**src/rtl/rv_muldiv_pkg.sv**
```systemverilog
// rtl/rv_muldiv_pkg.sv - shared MDU funct3 encodings and controller states
package rv_muldiv_pkg;

    localparam logic [2:0] F3_MUL    = 3'b000;
    localparam logic [2:0] F3_MULH   = 3'b001;
    localparam logic [2:0] F3_MULHSU = 3'b010;
    localparam logic [2:0] F3_MULHU  = 3'b011;
    localparam logic [2:0] F3_DIV    = 3'b100;
    localparam logic [2:0] F3_DIVU   = 3'b101;
    localparam logic [2:0] F3_REM    = 3'b110;
    localparam logic [2:0] F3_REMU   = 3'b111;

    typedef enum logic [1:0] {
        ST_IDLE = 2'd0,
        ST_RUN  = 2'd1,
        ST_FIX  = 2'd2,
        ST_DONE = 2'd3
    } mdu_state_t;

    function automatic logic f3_is_div(input logic [2:0] f);
        return f[2];
    endfunction

endpackage

```
**src/rtl/rv_muldiv_negate.sv**
```systemverilog
// rtl/rv_muldiv_negate.sv - combinational conditional two's-complement negator
module rv_muldiv_negate #(
    parameter int W = 32
) (
    input  logic [W-1:0] value,
    input  logic         negate,
    output logic [W-1:0] result
);

    assign result = negate ? (~value + 1'b1) : value;

endmodule

```
**src/rtl/rv_muldiv_unit.sv**
```systemverilog
// rtl/rv_muldiv_unit.sv - iterative RV32M multiply/divide unit, one bit per cycle
module rv_muldiv_unit
    import rv_muldiv_pkg::*;
#(
    parameter int WIDTH = 32,
    parameter int TAG_W = 5
) (
    input  logic             clk,
    input  logic             rst_n,
    input  logic             flush,
    input  logic             in_valid,
    output logic             in_ready,
    input  logic [2:0]       funct3,
    input  logic [WIDTH-1:0] a,
    input  logic [WIDTH-1:0] b,
    input  logic [TAG_W-1:0] tag_in,
    output logic             out_valid,
    input  logic             out_ready,
    output logic [WIDTH-1:0] result,
    output logic [TAG_W-1:0] tag_out,
    output logic             div_by_zero,
    output logic             busy
);

    localparam int CNT_W = $clog2(WIDTH);
    localparam logic [CNT_W-1:0] LAST_CNT = CNT_W'(WIDTH - 1);
    localparam logic [WIDTH-1:0] ALL_ONES = '1;
    localparam logic [WIDTH-1:0] MSB_ONLY = {1'b1, {(WIDTH-1){1'b0}}};

    mdu_state_t       state;
    logic [2:0]       op_q;
    logic [TAG_W-1:0] tag_q;
    logic             sign_q;
    logic [CNT_W-1:0] cnt;
    logic [WIDTH-1:0] hi_q, lo_q, opnd_q;

    logic             a_signed, b_signed, neg_a, neg_b;
    logic             is_div_in, is_rem_in, b_zero, div_ovf, special_in, sign_in;
    logic [WIDTH-1:0] abs_a, abs_b, special_result;

    assign in_ready = (state == ST_IDLE) && !flush;
    assign busy     = (state != ST_IDLE);

    assign a_signed  = (funct3 == F3_MUL) || (funct3 == F3_MULH) || (funct3 == F3_MULHSU)
                    || (funct3 == F3_DIV) || (funct3 == F3_REM);
    assign b_signed  = (funct3 == F3_MUL) || (funct3 == F3_MULH)
                    || (funct3 == F3_DIV) || (funct3 == F3_REM);
    assign neg_a     = a_signed & a[WIDTH-1];
    assign neg_b     = b_signed & b[WIDTH-1];
    assign is_div_in = f3_is_div(funct3);
    assign is_rem_in = funct3[2] & funct3[1];
    assign b_zero    = (b == '0);
    assign div_ovf   = ((funct3 == F3_DIV) || (funct3 == F3_REM))
                    && (a == MSB_ONLY) && (b == ALL_ONES);
    assign special_in = is_div_in & (b_zero | div_ovf);
    // Remainder takes the dividend's sign; quotient and product take the XOR.
    assign sign_in   = is_rem_in ? neg_a : (neg_a ^ neg_b);

    always_comb begin
        special_result = '0;
        if (b_zero)
            special_result = is_rem_in ? a : ALL_ONES;
        else if (!is_rem_in)
            special_result = a;
    end

    rv_muldiv_negate #(.W(WIDTH)) u_abs_a (.value(a), .negate(neg_a), .result(abs_a));
    rv_muldiv_negate #(.W(WIDTH)) u_abs_b (.value(b), .negate(neg_b), .result(abs_b));

    // Iteration datapath: hi/lo are the product halves, or remainder/quotient.
    logic [WIDTH:0]   mul_sum, div_shift;
    logic [WIDTH-1:0] div_diff;
    logic             div_ge;

    assign mul_sum   = {1'b0, hi_q} + (lo_q[0] ? {1'b0, opnd_q} : '0);
    assign div_shift = {hi_q, lo_q[WIDTH-1]};
    assign div_ge    = (div_shift >= {1'b0, opnd_q});
    assign div_diff  = div_shift[WIDTH-1:0] - opnd_q;

    logic [2*WIDTH-1:0] fix_src, fix_res;
    logic [WIDTH-1:0]   fix_sel;

    assign fix_src = op_q[2] ? {{WIDTH{1'b0}}, (op_q[1] ? hi_q : lo_q)} : {hi_q, lo_q};
    assign fix_sel = ((op_q == F3_MUL) || op_q[2]) ? fix_res[WIDTH-1:0]
                                                   : fix_res[2*WIDTH-1:WIDTH];

    rv_muldiv_negate #(.W(2*WIDTH)) u_fix_neg (.value(fix_src), .negate(sign_q), .result(fix_res));

    always_ff @(posedge clk or negedge rst_n) begin
        if (!rst_n) begin
            state       <= ST_IDLE;
            op_q        <= '0;
            tag_q       <= '0;
            sign_q      <= 1'b0;
            cnt         <= '0;
            hi_q        <= '0;
            lo_q        <= '0;
            opnd_q      <= '0;
            out_valid   <= 1'b0;
            result      <= '0;
            tag_out     <= '0;
            div_by_zero <= 1'b0;
        end else if (flush) begin
            state     <= ST_IDLE;
            out_valid <= 1'b0;
        end else begin
            case (state)
                ST_IDLE: begin
                    if (in_valid) begin
                        op_q        <= funct3;
                        tag_q       <= tag_in;
                        sign_q      <= sign_in;
                        cnt         <= '0;
                        hi_q        <= '0;
                        lo_q        <= is_div_in ? abs_a : abs_b;
                        opnd_q      <= is_div_in ? abs_b : abs_a;
                        div_by_zero <= is_div_in & b_zero;
                        if (special_in) begin
                            result    <= special_result;
                            tag_out   <= tag_in;
                            out_valid <= 1'b1;
                            state     <= ST_DONE;
                        end else begin
                            state <= ST_RUN;
                        end
                    end
                end
                ST_RUN: begin
                    if (op_q[2]) begin
                        hi_q <= div_ge ? div_diff : div_shift[WIDTH-1:0];
                        lo_q <= {lo_q[WIDTH-2:0], div_ge};
                    end else begin
                        hi_q <= mul_sum[WIDTH:1];
                        lo_q <= {mul_sum[0], lo_q[WIDTH-1:1]};
                    end
                    cnt <= cnt + 1'b1;
                    if (cnt == LAST_CNT)
                        state <= ST_FIX;
                end
                ST_FIX: begin
                    result    <= fix_sel;
                    tag_out   <= tag_q;
                    out_valid <= 1'b1;
                    state     <= ST_DONE;
                end
                ST_DONE: begin
                    if (out_ready) begin
                        out_valid <= 1'b0;
                        state     <= ST_IDLE;
                    end
                end
                default: state <= ST_IDLE;
            endcase
        end
    end

endmodule

```
**config.mk**
```make
export PLATFORM = sky130hd
export DESIGN_NAME = rv_muldiv_unit
export DESIGN_NICKNAME = d
export VERILOG_FILES = /design/src/rtl/rv_muldiv_pkg.sv /design/src/rtl/rv_muldiv_negate.sv /design/src/rtl/rv_muldiv_unit.sv
export SDC_FILE = /design/constraint.sdc
export NUM_CORES = 1
export LEC_CHECK = 0
export CORE_ASPECT_RATIO = 0.8
export CORE_MARGIN = 1
export CORE_UTILIZATION = 45
export CTS_CLUSTER_DIAMETER = 120
export DETAILED_ROUTE_END_ITERATION = 10
export GPL_TIMING_DRIVEN = 0
export HOLD_SLACK_MARGIN = 0.06
export SLEW_MARGIN = 10
export SYNTH_ARGS = -nofsm -noshare
export SYNTH_HDL_FRONTEND = slang
export SYNTH_SLANG_ARGS = --single-unit
```
**constraint.sdc**
```tcl
create_clock -name clk -period 6.1 [get_ports clk]
set_input_delay 1.525 -clock clk [delete_from_list [all_inputs] [get_ports clk]]
set_output_delay 1.525 -clock clk [all_outputs]
set_load 0.005 [all_outputs]
```
After elaboration in Yosys (flattened, before gate mapping)
Index checks and enable logic that the tools add are counted.
{"block": "op_classes", "n_addsub": 6, "n_lt_le_gt_ge": 1, "eq_ne": 16, "mux": 39, "bitwise": 11, "n_reduce_logical": 25}
{"op": "$mux 32", "count": 17}
{"op": "$pmux 32 s2", "count": 3}
{"op": "$mux 64", "count": 2}
{"op": "$add 32x1->32 const B", "count": 2}
{"op": "$add 64x1->64 const B", "count": 1}
{"op": "$eq 32x32->1 const B", "count": 2}
{"op": "$not 32->32", "count": 2}
{"op": "$not 64->64", "count": 1}
{"op": "$add 32x32->33", "count": 1}
{"op": "$ge 33x32->1", "count": 1}
{"op": "$logic_not 32->1", "count": 1}
{"op": "$sub 32x32->32", "count": 1}
{"op": "$pmux 5 s2", "count": 2}
{"op": "$mux 5", "count": 3}
{"op": "$ne 3x3->1 const B", "count": 4}
{"op": "$mux 2", "count": 5}
{"op": "$reduce_and 3->1", "count": 3}
{"op": "$logic_or 1x1->1", "count": 8}
{"op": "$pmux 2 s4", "count": 1}
{"op": "$reduce_and 4->1", "count": 2}
{"op": "$eq 3x3->1 const B", "count": 2}
{"op": "$logic_not 3->1", "count": 2}
{"op": "$reduce_bool 2->1", "count": 3}
{"op": "$add 5x1->5 const B", "count": 1}
{"op": "16 further kinds", "count": 28}
{"block": "totals", "ff_bits": 151, "inputBits": 77, "output_inout_bits": 41, "wordCells": 110}

Logic depth before layout (Yosys ltp)
{"block": "depth", "word_depth": 10, "mapped_depth": 17, "mapped_depth_nobuf": 14}

Cells and area by module
Synthesis repeated with hierarchy kept, for this count alone.
{"block": "unflattened", "cells_unflattened": 2018, "hier_area_um2": 16310.6}
{"mod": "rv_muldiv_unit", "n_inst": 1, "cells_per_inst": 1614, "area_each_um2": 13107.6}
{"mod": "rv_muldiv_negate (u_fix_neg)", "n_inst": 1, "cells_per_inst": 206, "area_each_um2": 1649.1}
{"mod": "rv_muldiv_negate (u_abs_a ...)", "n_inst": 2, "cells_per_inst": 99, "area_each_um2": 777.0}

Least setup slack after synthesis
Ideal clock, no wire load.
{"block": "synth_timing", "path_kind": "input port to flip-flop", "from": "in b[14]", "to": "reg result[13]", "setup_time_ns": 0.087, "arrival_time_ns": 3.998, "required_ns": 6.013, "setup_slack_ns": 2.015, "stages": 13, "path_cell_list": "or4_1 > nor4_2 > nor4b_2 > and3_1 > buf_2 > o21ai_1 > o21ai_1 > and2_1 > buf_2 > and3_1 > buf_2 > o21ai_0 > o211ai_1"}
{"block": "synth_between", "elab_chain_cells": 6, "elab_cells_between_ends": 11, "cone_classes": "eq/ne: 2; mux: 4; bitwise: 2; reduce/logical: 3"}
{"element": "start, declared", "line": "rv_muldiv_unit.sv:15", "source": "input logic [WIDTH-1:0] b,"}
{"element": "$eq 32x32->1", "line": "rv_muldiv_unit.sv:54", "source": "&& (a == MSB_ONLY) && (b == ALL_ONES);"}
{"element": "$logic_and 1x1->1", "line": "rv_muldiv_unit.sv:54"}
{"element": "$or 1x1->1", "line": "rv_muldiv_unit.sv:55", "source": "assign special_in = is_div_in & (b_zero | div_ovf);"}
{"element": "$and 1x1->1", "line": "rv_muldiv_unit.sv:55"}
{"element": "$ne 2x2->1 (no line)"}
{"element": "$reduce_and 4->1 (no line)"}
{"element": "end signal, assigned", "line": "rv_muldiv_unit.sv:119", "source": "result <= special_result;"}
{"element": "end signal, assigned", "line": "rv_muldiv_unit.sv:141", "source": "result <= fix_sel;"}
{"element": "end, declared", "line": "rv_muldiv_unit.sv:19", "source": "output logic [WIDTH-1:0] result,"}
Parallel ways exist; a longest one is shown, timed or not. The select of a mux whose other input is x is not followed.
A chain may end at the register's enable or synchronous reset.

Worst setup path after layout
{"block": "layout_timing", "from": "in b[15]", "to": "reg result[23]"}
Same word-level chain as after synthesis.

==> metrics.cfg <==
[die]
ios = 118
die_h_um = 169
row_count = 60
dieWidth_um = 211
core-area_mm2 = 0.0341
initial_utilization = 0.463
dieArea_mm2 = 0.0358

[final_layout]
syn2layout_area_growth_pct = 15.2
multiInputGateArea_mm2 = 0.0111
drive_above_1_share = 0.0579
n_antenna_cell = 0
stdcell_area_mm2 = 0.0182
fin_nets = 2404
regArea_mm2 = 0.00378
fill_cells = 3362

[setup_path]
cp_max_fo = 9
cp-end-kind = flip-flop
cp.arrival_ps = 5920
crit_type = input port to flip-flop
cp-start-kind = input port
critPathRequiredTime_ps = 6470

[run]
drv_cap = 0

[clock_tree]
path_clk_slew_ps = 60
post_cts_buffers = 0
clockBufferDepth = 2
clkLatencyLatePin_ps = 460
cts_max_level = 4
numCtsBuffers = 17
cts-root-buf = clkbuf_16
post_cts_resized = 0
cts_hold_buf = 0
cts_tree = built
cts_sinks = 151

[global_routing]
overflow = 0
antenna_found_initial = 2
grt_pass1_wl_um = 106000
grt_pass1_vias = 16300
grt.total_usage = 0.407
grt_max_degree = 99

[place]
placed_area_mm2 = 0.0176
port_buffers = 115
place_ws_ps = 295
gp_congestion = 1.02
dp_hpwl_um = 58800

[yosys]
ys_ff_latch = 151
yosysSeqAreaShare = 0.239
syn_inst = 2115
synth.avg_cell_area_um2 = 7.46
synth_edf_count = 0
syn-cell-area_mm2 = 0.0158
ys_types = 89
syn_nets = 2268
ys_warn_count = 0
synthArstFlopShare = 1.00
synth_ff_type = dfrtp_1

[route]
wl_per_cell_um = 26.9
vias_per_cell = 6.50
ant_nets = 0
via_count = 17800
drtIter0Drc = 2008
wirelength_um = 73400
post-route-drc-count = 0
drtPass1Iterations = 6

[timing]
fin_crit_ps = 5540
finalHoldViolCount = 0
fin_ws_ps = 556
setup_viol = 0
whs_ps = 481
fmax_ghz = 0.180
worstMarginPinSlew_ps = 1110
max_slew_margin = 0.252
rsz0062_at_grt = no
finClkSkew_ps = 15.6
period_share = 0.909
drv_slew = 0

[hold_path]
hp-class = flip-flop to flip-flop

[pwr]
peakVddDrop_mv = 0.310
leakage_nw = 7.67
power_density_mw_per_mm2 = 583
p_total_w = 0.0106

[status]
status = complete, no violations

## registers in the layout (all words and copies together) (netlist names)
signal and count:
cnt 5, div_by_zero 1, hi_q 32, lo_q 32, op_q 3, opnd_q 32
out_valid 1, result 32, sign_q 1, state 2, tag_out 5, tag_q 5
## path summary, 6_finish.rpt
path / start / endpoint / slack, ps / cells after the start
hold / removal: result[28] / result[28] / 480 / 2
setup / recovery: b[15] / result[23] / 560 / 12
setup reg to reg: op_q[1] / result[20] / 640 / 17
max in group asynchronous: rst_n / cnt[1] / 4190 / 2
min in group asynchronous: rst_n / tag_out[4] / 990 / 1
hold reg to reg: result[28] / result[28] / 480 / 2
## cell families after synthesis
| family | count (synthesis) | share of synthesized area |
|---|---|---|
| muxes | 83 | 0.0556 |
| AOI/OAI and AO/OA | 730 | 0.288 |
| xor gates and xnor gates | 155 | 0.0860 |
| and+or+nand+nor | 695 | 0.210 |
| buffers and inverters | 222 | 0.0579 |
| DFF | 151 | 0.239 |
| adders and majority gates | 79 | 0.0631 |
## critical path, cell delays in order
cell and delay [ps]:
clkdlybuf4s50_1 530, or4_1 640, nor4_2 250, nor4b_2 500
and3_1 290, buf_2 230, o21ai_1 120, o21ai_1 230
nand2_1 350, nor2_2 610, o211ai_1 450, nand3_1 200
## cells in the mapped netlist, types with 44 or more instances
cell,n,area share
mux2i_1,46,0.029
ha_1,74,0.059
nor2_1,203,0.048
clkbuf_1,115,0.027
nor3_1,44,0.014
nand2_1,229,0.054
a21oi_1,208,0.066
o21ai_0,205,0.065
a211oi_1,52,0.025
xor2_1,71,0.039
xnor2_1,84,0.047
inv_1,73,0.017
dfrtp_1,151,0.24
## placed cells by master, fill, tap and decap left out, types with 10 or more instances in the layout
| cell | synthesis | layout |
|---|---|---|
| nor2_1 | 203 | 203 |
| nand3_1 | 37 | 37 |
| clkbuf_16 | 0 | 17 |
| buf_1 | 12 | 12 |
| nor2b_1 | 14 | 14 |
| o211ai_1 | 23 | 23 |
| xnor2_1 | 84 | 84 |
| clkbuf_1 | 115 | 116 |
| nand4_1 | 20 | 20 |
| and2_1 | 39 | 39 |
| mux2_2 | 37 | 37 |
| buf_2 | 10 | 10 |
| mux2i_1 | 46 | 46 |
| a21o_1 | 32 | 32 |
| nor4_1 | 19 | 19 |
| or3_1 | 17 | 17 |
| o21a_1 | 14 | 14 |
| clkdlybuf4s50_1 | 0 | 114 |
| xor2_1 | 71 | 71 |
| a31oi_1 | 39 | 39 |
| o31ai_1 | 25 | 25 |
| o21ai_0 | 205 | 205 |
| and3_1 | 16 | 16 |
| ha_1 | 74 | 74 |
| nor3_1 | 44 | 44 |
| inv_1 | 73 | 73 |
| dfrtp_1 | 151 | 151 |
| a21oi_1 | 208 | 208 |
| a22oi_1 | 19 | 19 |
| o221ai_1 | 13 | 13 |
| nand2_1 | 229 | 229 |
| a211oi_1 | 52 | 51 |
## layer usage
layer	wire, um	up-vias	track usage
met1	31600	8540	0.580
met4	3200	2	0.174
li1	-	7961	-
met3	9280	176	0.124
met2	29300	1072	0.560
met5	9	-	0
## through the flow
| step | TNS, ps | instances | util |
|---|---|---|---|
| after floorplan | 0 | 2115 | - |
| after global placement | -462070 | 2695 | 0.514 |
| after detailed placement | 0 | 2697 | 0.515 |
| after CTS | 0 | 2729 | 0.533 |
| after global routing | 0 | 2729 | 0.533 |
| final | 0 | 2729 | 0.533 |
## cell type report
class	instances	share of cell area
Multi-Input combinational cell	1742	0.611
Sequential cell	151	0.208
Timing Repair Buffer	117	0.0655
Buffer	146	0.0345
Tap cell	465	0.0320
Clock buffer	19	0.0244
Inverter	76	0.0157
Clock inverter	13	0.00922
## power by group
part	leakage [nW]	switching (W)	internal, W
Clock	0.288	0.000507	0.000660
Combinational	5.45	0.00455	0.00273
Sequential	1.93	0.000730	0.00143
(Power assumes the default switching activity.)
